**src/rtl/tmc_uart_rx_fifo.sv**
```systemverilog
// tmc_uart_rx_fifo: 8N1 UART receiver (LSB first) with a show-ahead byte FIFO.
// The head byte and empty status go to the Nios II PIO read path. Software
// pops one byte per rising edge of rx_fifo_read_export. Sticky overflow and
// framing-error flags are cleared by err_clr.
module tmc_uart_rx_fifo #(
  parameter int CLK_HZ     = 50000000,
  parameter int BAUD       = 115200,
  parameter int OVERSAMPLE = 16,
  parameter int FIFO_DEPTH = 16,
  parameter int FIFO_AW    = 4
) (
  input  logic       clk_clk,
  input  logic       reset_reset_n,
  input  logic       uart_rxd,
  input  logic       rx_fifo_read_export,
  output logic [7:0] rx_char_export,
  output logic       rx_fifo_empty_export,
  output logic       rx_fifo_full,
  output logic       rx_overflow,
  output logic       rx_frame_err,
  input  logic       err_clr
);

  // Tick divider, truncated, with a minimum of one clock per tick
  localparam int DIV_RAW = CLK_HZ / (BAUD * OVERSAMPLE);
  localparam int DIV     = (DIV_RAW < 1) ? 1 : DIV_RAW;
  localparam int DIV_W   = (DIV > 1) ? $clog2(DIV) : 1;
  localparam int OS_W    = (OVERSAMPLE > 2) ? $clog2(OVERSAMPLE) : 1;
  localparam int CNT_W   = FIFO_AW + 1;

  localparam logic [DIV_W-1:0] DIV_LAST     = DIV_W'(DIV - 1);
  localparam logic [DIV_W-1:0] DIV_ONE      = DIV_W'(1);
  localparam logic [OS_W-1:0]  OS_LAST      = OS_W'(OVERSAMPLE - 1);
  localparam logic [OS_W-1:0]  OS_HALF_LAST = OS_W'(OVERSAMPLE / 2 - 1);
  localparam logic [OS_W-1:0]  OS_ONE       = OS_W'(1);
  localparam logic [CNT_W-1:0] COUNT_FULL   = CNT_W'(FIFO_DEPTH);
  localparam logic [CNT_W-1:0] COUNT_ZERO   = CNT_W'(0);
  localparam logic [CNT_W-1:0] COUNT_ONE    = CNT_W'(1);
  localparam logic [FIFO_AW-1:0] PTR_ONE    = FIFO_AW'(1);

  typedef enum logic [2:0] {
    ST_IDLE  = 3'd0,
    ST_START = 3'd1,
    ST_DATA  = 3'd2,
    ST_STOP  = 3'd3,
    ST_BREAK = 3'd4
  } rx_state_t;

  logic               rxd_meta_r;
  logic               rxd_sync_r;
  logic [DIV_W-1:0]   div_cnt_r;
  logic               tick_s;
  rx_state_t          state_r;
  logic [OS_W-1:0]    tick_cnt_r;
  logic [2:0]         bit_cnt_r;
  logic [7:0]         shift_r;
  logic               push_r;
  logic               ferr_set_r;
  logic               read_d_r;
  logic               pop_s;
  logic               push_s;
  logic               drop_s;
  logic [CNT_W-1:0]   count_nxt_s;
  logic [FIFO_AW-1:0] wr_ptr_r;
  logic [FIFO_AW-1:0] rd_ptr_r;
  logic [CNT_W-1:0]   count_r;
  logic [7:0]         mem_r [FIFO_DEPTH];
  logic [7:0]         char_r;
  logic               empty_r;
  logic               full_r;
  logic               overflow_r;
  logic               frame_err_r;

  // Two-stage synchronizer for the asynchronous RX pin, idling high
  always_ff @(posedge clk_clk or negedge reset_reset_n) begin
    if (!reset_reset_n) begin
      rxd_meta_r <= 1'b1;
      rxd_sync_r <= 1'b1;
    end else begin
      rxd_meta_r <= uart_rxd;
      rxd_sync_r <= rxd_meta_r;
    end
  end

  assign tick_s = (div_cnt_r == DIV_LAST);

  // Oversample tick divider, held at zero while idle so a frame starts phase-aligned
  always_ff @(posedge clk_clk or negedge reset_reset_n) begin
    if (!reset_reset_n) begin
      div_cnt_r <= '0;
    end else if (state_r == ST_IDLE) begin
      div_cnt_r <= '0;
    end else if (tick_s) begin
      div_cnt_r <= '0;
    end else begin
      div_cnt_r <= div_cnt_r + DIV_ONE;
    end
  end

  // Receive FSM: start-bit qualification, mid-bit data sampling, stop check
  always_ff @(posedge clk_clk or negedge reset_reset_n) begin
    if (!reset_reset_n) begin
      state_r    <= ST_IDLE;
      tick_cnt_r <= '0;
      bit_cnt_r  <= 3'd0;
      shift_r    <= 8'h00;
      push_r     <= 1'b0;
      ferr_set_r <= 1'b0;
    end else begin
      push_r     <= 1'b0;
      ferr_set_r <= 1'b0;
      case (state_r)
        ST_IDLE: begin
          if (!rxd_sync_r) begin
            state_r    <= ST_START;
            tick_cnt_r <= '0;
          end
        end
        ST_START: begin
          if (tick_s) begin
            if (tick_cnt_r == OS_HALF_LAST) begin
              if (rxd_sync_r) begin
                state_r <= ST_IDLE;
              end else begin
                state_r    <= ST_DATA;
                bit_cnt_r  <= 3'd0;
                tick_cnt_r <= '0;
              end
            end else begin
              tick_cnt_r <= tick_cnt_r + OS_ONE;
            end
          end
        end
        ST_DATA: begin
          if (tick_s) begin
            if (tick_cnt_r == OS_LAST) begin
              tick_cnt_r <= '0;
              shift_r    <= {rxd_sync_r, shift_r[7:1]};
              if (bit_cnt_r == 3'd7) begin
                state_r <= ST_STOP;
              end else begin
                bit_cnt_r <= bit_cnt_r + 3'd1;
              end
            end else begin
              tick_cnt_r <= tick_cnt_r + OS_ONE;
            end
          end
        end
        ST_STOP: begin
          if (tick_s) begin
            if (tick_cnt_r == OS_LAST) begin
              tick_cnt_r <= '0;
              if (rxd_sync_r) begin
                push_r  <= 1'b1;
                state_r <= ST_IDLE;
              end else begin
                ferr_set_r <= 1'b1;
                state_r    <= ST_BREAK;
              end
            end else begin
              tick_cnt_r <= tick_cnt_r + OS_ONE;
            end
          end
        end
        ST_BREAK: begin
          if (rxd_sync_r) begin
            state_r <= ST_IDLE;
          end
        end
        default: begin
          state_r <= ST_IDLE;
        end
      endcase
    end
  end

  // Registered copy of the read level for rising-edge pop detection
  always_ff @(posedge clk_clk or negedge reset_reset_n) begin
    if (!reset_reset_n) begin
      read_d_r <= 1'b0;
    end else begin
      read_d_r <= rx_fifo_read_export;
    end
  end

  // A pop frees a slot before the push lands, so a full FIFO still accepts the byte
  assign pop_s  = rx_fifo_read_export & ~read_d_r & (count_r != COUNT_ZERO);
  assign push_s = push_r & ((count_r != COUNT_FULL) | pop_s);
  assign drop_s = push_r & ~push_s;

  // Next occupancy from the accepted push and pop
  always_comb begin
    count_nxt_s = count_r;
    case ({push_s, pop_s})
      2'b10:   count_nxt_s = count_r + COUNT_ONE;
      2'b01:   count_nxt_s = count_r - COUNT_ONE;
      default: count_nxt_s = count_r;
    endcase
  end

  // FIFO storage, pointers, occupancy and registered empty/full flags
  always_ff @(posedge clk_clk or negedge reset_reset_n) begin
    if (!reset_reset_n) begin
      wr_ptr_r <= '0;
      rd_ptr_r <= '0;
      count_r  <= '0;
      empty_r  <= 1'b1;
      full_r   <= 1'b0;
      for (int i = 0; i < FIFO_DEPTH; i++) begin
        mem_r[i] <= 8'h00;
      end
    end else begin
      if (push_s) begin
        mem_r[wr_ptr_r] <= shift_r;
        wr_ptr_r        <= wr_ptr_r + PTR_ONE;
      end
      if (pop_s) begin
        rd_ptr_r <= rd_ptr_r + PTR_ONE;
      end
      count_r <= count_nxt_s;
      empty_r <= (count_nxt_s == COUNT_ZERO);
      full_r  <= (count_nxt_s == COUNT_FULL);
    end
  end

  // Show-ahead head byte, following the read pointer one cycle behind
  always_ff @(posedge clk_clk or negedge reset_reset_n) begin
    if (!reset_reset_n) begin
      char_r <= 8'h00;
    end else begin
      char_r <= mem_r[rd_ptr_r];
    end
  end

  // Sticky error flags; a clear request overrides a same-cycle set
  always_ff @(posedge clk_clk or negedge reset_reset_n) begin
    if (!reset_reset_n) begin
      overflow_r  <= 1'b0;
      frame_err_r <= 1'b0;
    end else if (err_clr) begin
      overflow_r  <= 1'b0;
      frame_err_r <= 1'b0;
    end else begin
      if (drop_s) begin
        overflow_r <= 1'b1;
      end
      if (ferr_set_r) begin
        frame_err_r <= 1'b1;
      end
    end
  end

  assign rx_char_export       = char_r;
  assign rx_fifo_empty_export = empty_r;
  assign rx_fifo_full         = full_r;
  assign rx_overflow          = overflow_r;
  assign rx_frame_err         = frame_err_r;

endmodule

```
**config.mk**
```make
export PLATFORM = sky130hd
export DESIGN_NAME = tmc_uart_rx_fifo
export DESIGN_NICKNAME = d
export VERILOG_FILES = /design/src/rtl/tmc_uart_rx_fifo.sv
export SDC_FILE = /design/constraint.sdc
export NUM_CORES = 1
export LEC_CHECK = 0
export BUFFER_PORTS_ARGS = -buffer_cell sky130_fd_sc_hd__buf_2
export CAP_MARGIN = 20
export CORE_ASPECT_RATIO = 0.8
export CORE_MARGIN = 4
export CORE_UTILIZATION = 45
export DETAILED_ROUTE_END_ITERATION = 10
export SYNTH_ARGS = -nofsm -noshare
export SYNTH_HDL_FRONTEND = slang
export SYNTH_SLANG_ARGS = --single-unit
export TNS_END_PERCENT = 1
```
**constraint.sdc**
```tcl
create_clock -name clk_clk -period 3 [get_ports clk_clk]
set_input_delay 0.3 -clock clk_clk [delete_from_list [all_inputs] [get_ports clk_clk]]
set_output_delay 0.3 -clock clk_clk [all_outputs]
set_load 0.01 [all_outputs]
```
==> impl_metrics.py <==
metrics = {
    "timing": {
        "slew-limit-headroom_pct": 29.2,
        "max_freq_mhz": 360,
        "period_minus_slack_ps": 2770,
        "fin_skew_ps": 7.89,
        "rsz0062_at_grt": "no",
        "final-max-slew-violation-count": 0,
        "fin_crit_sh_pct": 92.5,
        "worst_pin_slew_ps": 1060,
        "finalHoldViolations": 0,
        "setup_tns_ps": 0,
        "setup_viol": 0,
    },
    "yosys": {
        "synth_largest_area_cell": "dfrtp_1",
        "synth_fp_nets": 588,
        "seq_area_frac_synth_pct": 54.4,
        "synthTopCellsByArea": "dfrtp_1, mux2_2, mux4_2",
        "synth.top_cells.by_count": "dfrtp_1, mux2_2, mux4_2",
        "synth.distinct_cells": 55,
        "ys_ff_latch": 181,
        "yosys_warnings": 0,
        "synth.most_common_cell": "dfrtp_1",
        "synthFlopType": "dfrtp_1",
        "async_reset_ff_share_pct": 100,
        "yosys.area.top_type_share_pct": 53.4,
        "syn_area_per_cell_um2": 14.7,
        "synth-edff-count": 0,
        "netlist_instances": 569,
        "syn_area_um2": 8340,
    },
    "placed_design": {
        "port_buffers": 16,
        "placed_area_um2": 8820,
        "dp_hpwl_um": 11000,
        "place_congestion": 0.831,
        "place_inst": 814,
    },
    "final_layout": {
        "final_cell_count_no_fill": 851,
        "fillerInstances": 1516,
        "drive_above_1_share_pct": 46.1,
        "n_antenna_cell": 0,
        "final_cell_area_um2": 9470,
        "final_core_util_pct": 52.1,
        "area_delta_synth_final_pct": 13.6,
        "fin_nets": 627,
    },
    "cts": {
        "clkLatencyLatePin_ps": 430,
        "cts.reportedPaths.clkPinSlew_ps": 70,
        "cts_buffer_depth": 2,
        "cts_buffers": 17,
        "cts_tree": "built",
        "clkSinkCount": 181,
        "cts_root_buffer": "clkbuf_16",
        "cts_max_level": 4,
    },
    "floorplanning": {
        "io_pins": 17,
        "start_util_pct": 45.9,
        "placementRows": 44,
        "core_area_um2": 18200,
        "die-area_um2": 20800,
        "die_w_um": 160,
        "fp.dieH_um": 130,
    },
    "global_route": {
        "grt_pass1_wl_um": 28400,
        "grt_max_degree": 119,
        "antenna_found_initial": 0,
        "grt_usage_pct": 17.8,
        "grt-ovfl-total": 0,
        "grt_pass1_vias": 4985,
    },
    "drt": {
        "dr.pass1.iters": 4,
        "drtIter0Drc": 275,
        "routed_via_density": 5.55,
        "drc": 0,
        "wl_um": 17200,
        "vias": 4725,
        "drt-wirelength-per-cell_um": 20.2,
        "ant_nets": 0,
    },
    "setup_path": {
        "critPathLaunchType": "register",
        "arrival_ps": 3120,
        "cp.required_ps": 3340,
        "path_max_fanout": 8,
        "critPathKind": "register to register",
        "end_kind": "register",
    },
    "power": {
        "irDropWorstVdd_uv": 379,
        "finalPower_w": 0.00469,
        "p_leak_nw": 4.49,
        "power_density_nw_per_um2": 495,
    },
    "job": {
        "max_cap_viol_count": 0,
    },
    "hold_path": {
        "min_path_type": "input port to register",
    },
    "run_status": {
        "status": "completed",
    },
}
[metrics by stage]
stage / hold slack (ps) / setup slack, ps
floorplan: 4.41 / 10.4
global placement: 246 / 87.0
detailed placement: 245 / 17.0
CTS: 12.9 / 25.0
global route: 25.8 / 71.3
finish: 32.6 / 225
[final timing paths]
kind | start | to | slack (ps) | cells past startpoint
hold / removal | err_clr | rx_overflow$_DFFE_PN0P_ | 30 | 2
setup / recovery | count_r[2]$_DFF_PN0_ | rx_fifo_empty_export$_DFF_PN1_ | 230 | 10
max in group asynchronous | reset_reset_n | rd_ptr_r[0]$_DFFE_PN0N_ | 1800 | 3
setup reg to reg | count_r[2]$_DFF_PN0_ | rx_fifo_empty_export$_DFF_PN1_ | 230 | 10
min in group asynchronous | reset_reset_n | rxd_meta_r$_DFF_PN1_ | 370 | 2
hold reg to reg | rxd_meta_r$_DFF_PN1_ | rxd_sync_r$_DFF_PN1_ | 360 | 0
[sequential cells by signal (all words and copies together), names as in the netlist, 3 cells and up]
signal	flops
rd_ptr_r	4
shift_r	8
div_cnt_r	5
bit_cnt_r	3
rx_char_export	8
mem_r	128
count_r	5
tick_cnt_r	4
wr_ptr_r	4
state_r	3
[per-layer routing]
layer / GRT usage (%) / vias up / routed length (um)
li1: - / 2171 / -
met1: 25.0 / 2466 / 8250
met2: 27.9 / 75 / 8060
met3: 4.77 / 13 / 716
met4: 4.96 / 0 / 187
met5: 0 / - / 0
[logic make-up after synthesis]
kind of cell	count (synthesis)	share of synthesized area (%)
buffers and inverters	35	1.68
AO/OA/AOI/OAI	39	3.33
multiplexers	186	30.5
AND/OR/NAND/NOR	101	6.59
adder cells (fa/ha/maj)	14	2.19
XOR/XNOR	13	1.37
flip-flops	181	54.4
[critical path: stages (launching register included)]
cell and delay (ps):
dfrtp_1 410, or4_4 570, o21ai_4 150, nor2_2 100, fa_1 400, a21o_1 180
a21oi_2 160, buf_4 170, xnor2_1 90, a221oi_1 320, o32ai_1 130
[repair_timing]
action | CTS | global route
hold buffers | 3 | 0
resized for setup | 0 | 6
pin swaps | 1 | 1
setup buffers | 0 | 2
endpoints found under the hold margin | 87 | 0
endpoints found under the setup margin | 1 | 2
[report_power, final]
part	leakage (nW)	internal [W]	total (W)	switching, W
Combinational	1.72	0.0000115	0.0000637	0.0000523
Clock	0.273	0.00117	0.00218	0.00101
Sequential	2.49	0.00244	0.00245	0.00000284
[area by class of cell]
class | instances | area, um2 | area share [%]
Timing Repair Buffer | 47 | 352 | 3.71
Clock inverter | 14 | 144 | 1.52
Inverter | 8 | 30.0 | 0.317
Multi-Input combinational cell | 353 | 3690 | 39.0
Tap cell | 230 | 288 | 3.04
Sequential cell | 181 | 4530 | 47.9
Clock buffer | 18 | 429 | 4.53
[cells in the final DEF (no fill, tap or decap), types with 2 or more instances in the layout]
cell type / n
dfrtp_1: 177
mux2_2: 141
mux4_2: 40
nor2_1: 36
buf_4: 26
nand2_1: 22
clkbuf_16: 17
buf_2: 15
ha_1: 13
a21oi_1: 11
xnor2_1: 9
inv_1: 8
nand3_1: 8
nor2_2: 6
nand3b_1: 6
xor2_1: 4
mux2i_1: 4
a21boi_0: 3
o21ai_0: 3
nand4_1: 3
nor3b_2: 3
clkinv_4: 3
inv_6: 3
clkinvlp_4: 3
inv_8: 3
dlygate4sd3_1: 3
dfstp_2: 3
or4_4: 2
nor4_1: 2
a21o_1: 2
a21oi_2: 2
or2_2: 2
o32ai_1: 2
o22ai_1: 2
a31oi_1: 2
o31ai_1: 2
buf_12: 2
(Power assumes the default switching activity.)
